$ cat src/rtl/instruction_fetch_stage.sv
// MIPS instruction fetch stage: owns the fetch PC, issues one-at-a-time word requests
// to instruction memory, buffers a word under stall and applies delay-slot branch redirects.
module instruction_fetch_stage #(
  parameter logic [31:0] RESET_PC = 32'h0000_0000
) (
  input  logic        clock,
  input  logic        reset,
  input  logic        stall,
  input  logic        branch_enable,
  input  logic [31:0] branch_target,
  output logic        imem_request,
  output logic [31:0] imem_address,
  input  logic        imem_ready,
  input  logic [31:0] imem_data,
  output logic [31:0] if_program_counter,
  output logic [31:0] if_instruction,
  output logic        if_valid
);

  typedef enum logic [1:0] {
    FETCH   = 2'd0,
    DISCARD = 2'd1,
    FULL    = 2'd2
  } fetch_state_t;

  fetch_state_t state, state_next;

  logic [31:0] req_addr, req_addr_next;
  logic [31:0] redirect_pc, redirect_pc_next;
  logic [31:0] skid_pc, skid_pc_next;
  logic [31:0] skid_inst, skid_inst_next;
  logic [31:0] if_program_counter_next;
  logic [31:0] if_instruction_next;
  logic        if_valid_next;

  logic        take_branch;
  logic [31:0] discard_target;

  // Branches are only honoured on edges where the IF/ID buffer actually samples.
  assign take_branch    = !stall && branch_enable;
  assign discard_target = take_branch ? branch_target : redirect_pc;

  // Request depends only on registered state and reset, never on stall or branch inputs.
  assign imem_request = (state != FULL) && !reset;
  assign imem_address = req_addr;

  always_comb begin
    // NOTE: every variable gets a default before any branch so no latch is inferred.
    state_next              = state;
    req_addr_next           = req_addr;
    redirect_pc_next        = redirect_pc;
    skid_pc_next            = skid_pc;
    skid_inst_next          = skid_inst;
    if_program_counter_next = if_program_counter;
    if_instruction_next     = if_instruction;
    if_valid_next           = if_valid;

    // An unstalled edge consumes the slot; it is refilled below only if a word is available.
    if (!stall) begin
      if_valid_next       = 1'b0;
      if_instruction_next = 32'h0000_0000;
    end

    unique case (state)
      FETCH: begin
        if (take_branch) begin
          if (imem_ready) begin
            req_addr_next = branch_target;
          end else begin
            redirect_pc_next = branch_target;
            state_next       = DISCARD;
          end
        end else if (imem_ready) begin
          if (!stall || !if_valid) begin
            if_program_counter_next = req_addr;
            if_instruction_next     = imem_data;
            if_valid_next           = 1'b1;
          end else begin
            skid_pc_next   = req_addr;
            skid_inst_next = imem_data;
            state_next     = FULL;
          end
          req_addr_next = req_addr + 32'd4;
        end
      end

      DISCARD: begin
        if (take_branch) begin
          redirect_pc_next = branch_target;
        end
        if (imem_ready) begin
          req_addr_next = discard_target;
          state_next    = FETCH;
        end
      end

      FULL: begin
        if (!stall) begin
          if (branch_enable) begin
            req_addr_next = branch_target;
          end else begin
            if_program_counter_next = skid_pc;
            if_instruction_next     = skid_inst;
            if_valid_next           = 1'b1;
          end
          state_next = FETCH;
        end
      end

      default: begin
        state_next = FETCH;
      end
    endcase
  end

  // NOTE: sequential state uses non-blocking assignments so all registers update together.
  always_ff @(posedge clock) begin
    if (reset) begin
      state              <= FETCH;
      req_addr           <= RESET_PC;
      redirect_pc        <= 32'h0000_0000;
      skid_pc            <= 32'h0000_0000;
      skid_inst          <= 32'h0000_0000;
      if_program_counter <= 32'h0000_0000;
      if_instruction     <= 32'h0000_0000;
      if_valid           <= 1'b0;
    end else begin
      state              <= state_next;
      req_addr           <= req_addr_next;
      redirect_pc        <= redirect_pc_next;
      skid_pc            <= skid_pc_next;
      skid_inst          <= skid_inst_next;
      if_program_counter <= if_program_counter_next;
      if_instruction     <= if_instruction_next;
      if_valid           <= if_valid_next;
    end
  end

endmodule

$ cat config.mk
export PLATFORM = sky130hd
export DESIGN_NAME = instruction_fetch_stage
export DESIGN_NICKNAME = d
export VERILOG_FILES = /design/src/rtl/instruction_fetch_stage.sv
export SDC_FILE = /design/constraint.sdc
export NUM_CORES = 1
export LEC_CHECK = 0
export ABC_AREA = 1
export BUFFER_PORTS_ARGS = -buffer_cell sky130_fd_sc_hd__buf_4
export CAP_MARGIN = 20
export CORE_AREA = 3 3 139 141
export DETAILED_ROUTE_END_ITERATION = 8
export DIE_AREA = 0 0 142 144
export MAX_ROUTING_LAYER = met4
export PLACE_DENSITY = 0.8
export SETUP_SLACK_MARGIN = 0.1
export SYNTH_ARGS = -nofsm -noshare
export SYNTH_HDL_FRONTEND = slang
export SYNTH_SLANG_ARGS = --single-unit
$ cat constraint.sdc
create_clock -name clock -period 1.9 [get_ports clock]
set_input_delay 0.095 -clock clock [delete_from_list [all_inputs] [get_ports clock]]
set_output_delay 0.095 -clock clock [all_outputs]
set_load 0.05 [all_outputs]
* Word level (Yosys, flattened, before mapping) *
Index checks and enable logic that the tools add are counted.

operators by class
  add/sub/neg operators = 1
  eq/ne operators = 15
  muxes and demuxes = 38
  bitwise operators = 2
  reductions and logical operators = 15

operators by type and width
  cell                   number
  $mux 32                20
  $pmux 32 s2            3
  $pmux 32 s3            1
  $add 32x3->32 const B  1
  $ne 2x2->1 const B     10
  $mux 2                 6
  $reduce_and 5->1       2
  $ne 3x3->1 const B     3
  $mux 1                 6
  $pmux 2 s3             1
  $reduce_and 6->1       1
  $reduce_and 4->1       1
  $reduce_bool 2->1      2
  $logic_not 1->1        3
  $reduce_and 3->1       1
  $reduce_bool 3->1      1
  $eq 2x1->1 const B     1
  $eq 2x2->1 const B     1
  $logic_and 1x1->1      2
  $logic_not 2->1        1
  $not 1->1              2
  $pmux 1 s2             1
  $logic_or 1x1->1       1

storage, ports and cells
  register bits after elaboration = 195
  word-level logic and storage cells = 79

* Depth between registers and ports, before layout *
  depth after elaboration = 6
  gate-level depth with buffers = 13
  gate-level depth less buffers = 11

* Worst setup path after synthesis *
Ideal clock, no wire load.

  kind = register to register
  start = reg req_addr[2] (netlist: imem_address[2])
  end = reg req_addr[20] (netlist: imem_address[20])
  arrival = 1800 ps
  slack = -20 ps
  cell stages (with the launch flop) = 9
  buffers on the path = 0
  clock period less this slack = 1920 ps
  cell sequence = dfxtp_1 -> ha_1 -> nand3_1 -> nor2_4 -> nand2_1 -> o21ai_0 -> nand2_1 -> o21bai_1 -> a21oi_1

between the ends
  cells in the longest elaborated chain, start to end = 4

RTL lines
  what                    RTL line  source
  from (decl)             28        logic [31:0] req_addr, req_addr_next;
  from (signal assigned)  129       req_addr <= req_addr_next;
  $add 32x3->32           83        req_addr_next = req_addr + 32'd4;
  $mux 32                 73        end else if (imem_ready) begin
  $mux 32                 66        if (take_branch) begin
  $pmux 32 s3             64        unique case (state)

Every way passes these cells. The select of a mux whose other input is x is not followed.
A chain may end at the register's enable or synchronous reset.

* Worst setup path in the final report *
  start = reg state[1]
  end = reg if_program_counter[22]

between the ends
  cells in the longest elaborated chain, start to end = 3
  elaborated cells on any way between the ends = 10

RTL lines
  what                                                              RTL line  source
  from (decl)                                                       26        fetch_state_t state, state_next;
  from (signal assigned)                                            128       state <= state_next;
  $eq 2x2->1 or $logic_not 2->1 (tied branches)                     64
  $ne 2x2->1 (no source line) or $reduce_bool 2->1 (tied branches)  --
  $reduce_and 6->1 (no source line)                                 --
  to (signal assigned)                                              133       if_program_counter <= if_program_counter_next;
  to (decl)                                                         15        output logic [31:0] if_program_counter,

Parallel ways exist; a longest one is shown, timed or not.

==> out/results.ini <==
[pwr]
power_density_mw_per_mm2 = 962.8
internal_power_mw = 8.111
sequentialPowerShare_pct = 36.5
comb_power_share_pct = 35.0
p_clk_share_pct = 28.5
p_sw_share_pct = 38.85
power_switching_mw = 5.153
p_leak_nw = 6.015
ir_drop_mv = 0.7693

[finish]
final_cell_mix = nand2_1, buf_4, dfxtp_1, o21ai_0, a21oi_1
nets = 1884
final_common_cell = nand2_1
syn2layout_area_growth_pct = 32.94
fin_util_pct = 76.17
num_antenna_cells = 0
drive_gt1_share_pct = 17.77

[synth]
postSynthCellCount = 1603
synth_top_family_by_area = simple AND/OR/NAND/NOR gates
netlist_area_mm2 = 0.01036
synthAdderAreaFrac_pct = 0.6036
synthesis.nets = 1677
synth_top_area_share_pct = 37.67
synth-compound-area-share_pct = 24.64
synth_ff_type = dfxtp_1
synth_area_per_cell_um2 = 6.465
yosys_warnings = 0
synth_xor_area_share_pct = 0
ys_ff_latch = 195
synthArstFlopShare_pct = 0
synthSimpleGateAreaFrac_pct = 27.27
synthMuxAreaShare_pct = 0
ys_seq_area_share_pct = 37.67
synth_edf_count = 0
synth.top_cells.by_area = dfxtp_1, nand2_1, o21ai_0
yosysUniqueCellTypes = 33
yosys.area.top_type = dfxtp_1

[worst_setup_path]
startpoint_type = register
endpoint_kind = register
timing.rr.end = if_program_counter[22]
reg2reg_slack_ps = 140
cp_data_required_time_ps = 2230
critPathMaxStageDelay_ps = 370
cp_num_buf_inv = 4
critPathMaxFanout = 8
crit_chain = inv_2 -> ha_4 -> inv_1 -> nor2_4 -> nand2_1 -> o21ai_4 -> buf_12 -> nand2_4 -> clkbuf_16 -> nand2_1 -> a21oi_1
arrival_ps = 2090
ff2ff_path_depth = 11
crit_slowest_cell = dfxtp_4
crit_cells = 11
crit_start = state[1]
crit_path_frequent_cell = nand2_1
crit_end = if_program_counter[22]
reg2reg_from = state[1]
cp_top_family = buffers and inverters
crit_type = reg -> reg

[cts]
clock_path_buffers = 2
clk_latency_ps = 450
clock-sinks = 195
cts_tree = built
cts_max_level = 4
clk_pin_slew_ps = 80
numCtsBuffers = 17
clock-root-buffer = clkbuf_16

[detailed_routing]
wire_per_inst_um = 17.87
via_count = 12260
drc = 0
routed_wirelength_um = 36660
vias_per_cell = 5.975
ant_nets = 0
drt_iter0_drc = 1490
firstDrtPassIters = 6

[timing]
slew_violations = 0
fin_tns_setup_ps = 0
finalSetupViolations = 0
worstMarginPinSlew_ps = 520.1
rsz0062_at_grt = yes
fmax_mhz = 566.8
hold_viol_final = 0
finalCritPeriodShare_pct = 92.85
skew_ps = 8.704
relSlewSlack_pct = 65.33
fin_crit_ps = 1764

[place]
place_congestion = 0.9595
dp_hpwl_um = 21400
io_buffers = 166

[job]
max_cap_violations = 0

[global_route]
grt_pass1_vias = 10660
grt_max_degree = 81
grt_pass1_wl_um = 54370
antenna_found_initial = 0
overflow = 0
grtUsageTotal_pct = 33.66

[worst_hold_path]
worstHoldPathType = in -> reg

[floorplan]
start_util_pct = 57.30
die-area_mm2 = 0.02045
io_pins = 167
die_x_um = 142
rows = 49
die_h_um = 144
coreArea_mm2 = 0.01809

[run_status]
status = finished clean

-- synth_stat cells (8+ instances only) --
cell,instances
nand2_1,434
dfxtp_1,195
o21ai_0,179
a21oi_1,164
nand3_1,125
inv_1,120
nor2_1,101
clkbuf_1,53
a31oi_1,48
buf_2,45
o21ai_1,28
o211ai_1,26
a22oi_1,13
or2_1,12
buf_4,9
inv_2,8
-- sequential cells by signal, indices dropped and copies added, names as in the netlist --
| signal | cells |
|---|---|
| if_program_counter | 32 |
| redirect_pc | 32 |
| imem_address | 32 |
| state | 2 |
| if_valid | 1 |
| skid_inst | 32 |
| skid_pc | 32 |
| if_instruction | 32 |
-- power groups by stage --
stage	registers [mW]	logic, mW	clock network, mW
floorplan	5.63	1.87	0
global placement	4.89	3.92	0
detailed placement	4.89	3.99	0
CTS	4.80	4.19	3.78
global route	4.87	4.95	3.97
finish	4.84	4.65	3.78
-- metal layers --
layer	global-route usage, %	vias up	share of wire, %	wire, µm
li1	-	5742	-	-
met1	45.48	5623	41	14880
met2	50.11	768	45	16620
met3	5.688	128	10	3690
met4	14.14	0	4.0	1474
met5	-	-	0	0
-- metrics by stage --
stage	cell area (µm²)	hold slack, ps	setup WS [ps]	cells	power, mW
2_1_floorplan	10370	229.9	167.5	1603	7.503
4_1_cts	13370	5.910	95.10	2034	12.77
6_report	13780	69.24	135.9	2052	13.26
3_5_place_dp	11980	335.3	50.84	1933	8.883
3_3_place_gp	11980	330.9	61.84	1933	8.808
5_1_grt	13780	97.14	38.83	2052	13.78
-- cell type report --
class	instances	area (µm²)
fill	1351	4309
clock inverter	14	167.7
sequential	195	3918
multi-input combinational	1163	5555
inverter	131	499.2
tap	229	286.5
timing repair buffer	302	2912
clock buffer	18	439.2
-- kinds of logic after synthesis --
family,count (synthesis)
compound gates,469
fa+ha+maj,5
buf+inv,245
flops,195
simple gates,689
-- worst min-delay path by stage --
stage	cells past startpoint	slack [ps]	startpoint	endpoint
global placement	3	330	imem_data[1]	skid_inst[1]
global route	3	100	imem_ready	if_valid
floorplan	2	230	imem_data[11]	skid_inst[11]
finish	3	70	imem_ready	if_valid
detailed placement	3	340	imem_data[9]	skid_inst[9]
CTS	3	6	imem_ready	if_valid
-- tightest hold or removal path, cell delays in order --
cell and delay (ps):
buf_4 100, nand2_1 120, a31oi_1 160
-- what timing repair did --
item	CTS	global route
gates resized for setup	7	43
hold endpoints to repair	90	0
gates cloned	3	8
buffers inserted	1	10
setup endpoints to repair	84	169
hold buffers	65	0
pin swaps	2	7
(Power assumes the default switching activity.)
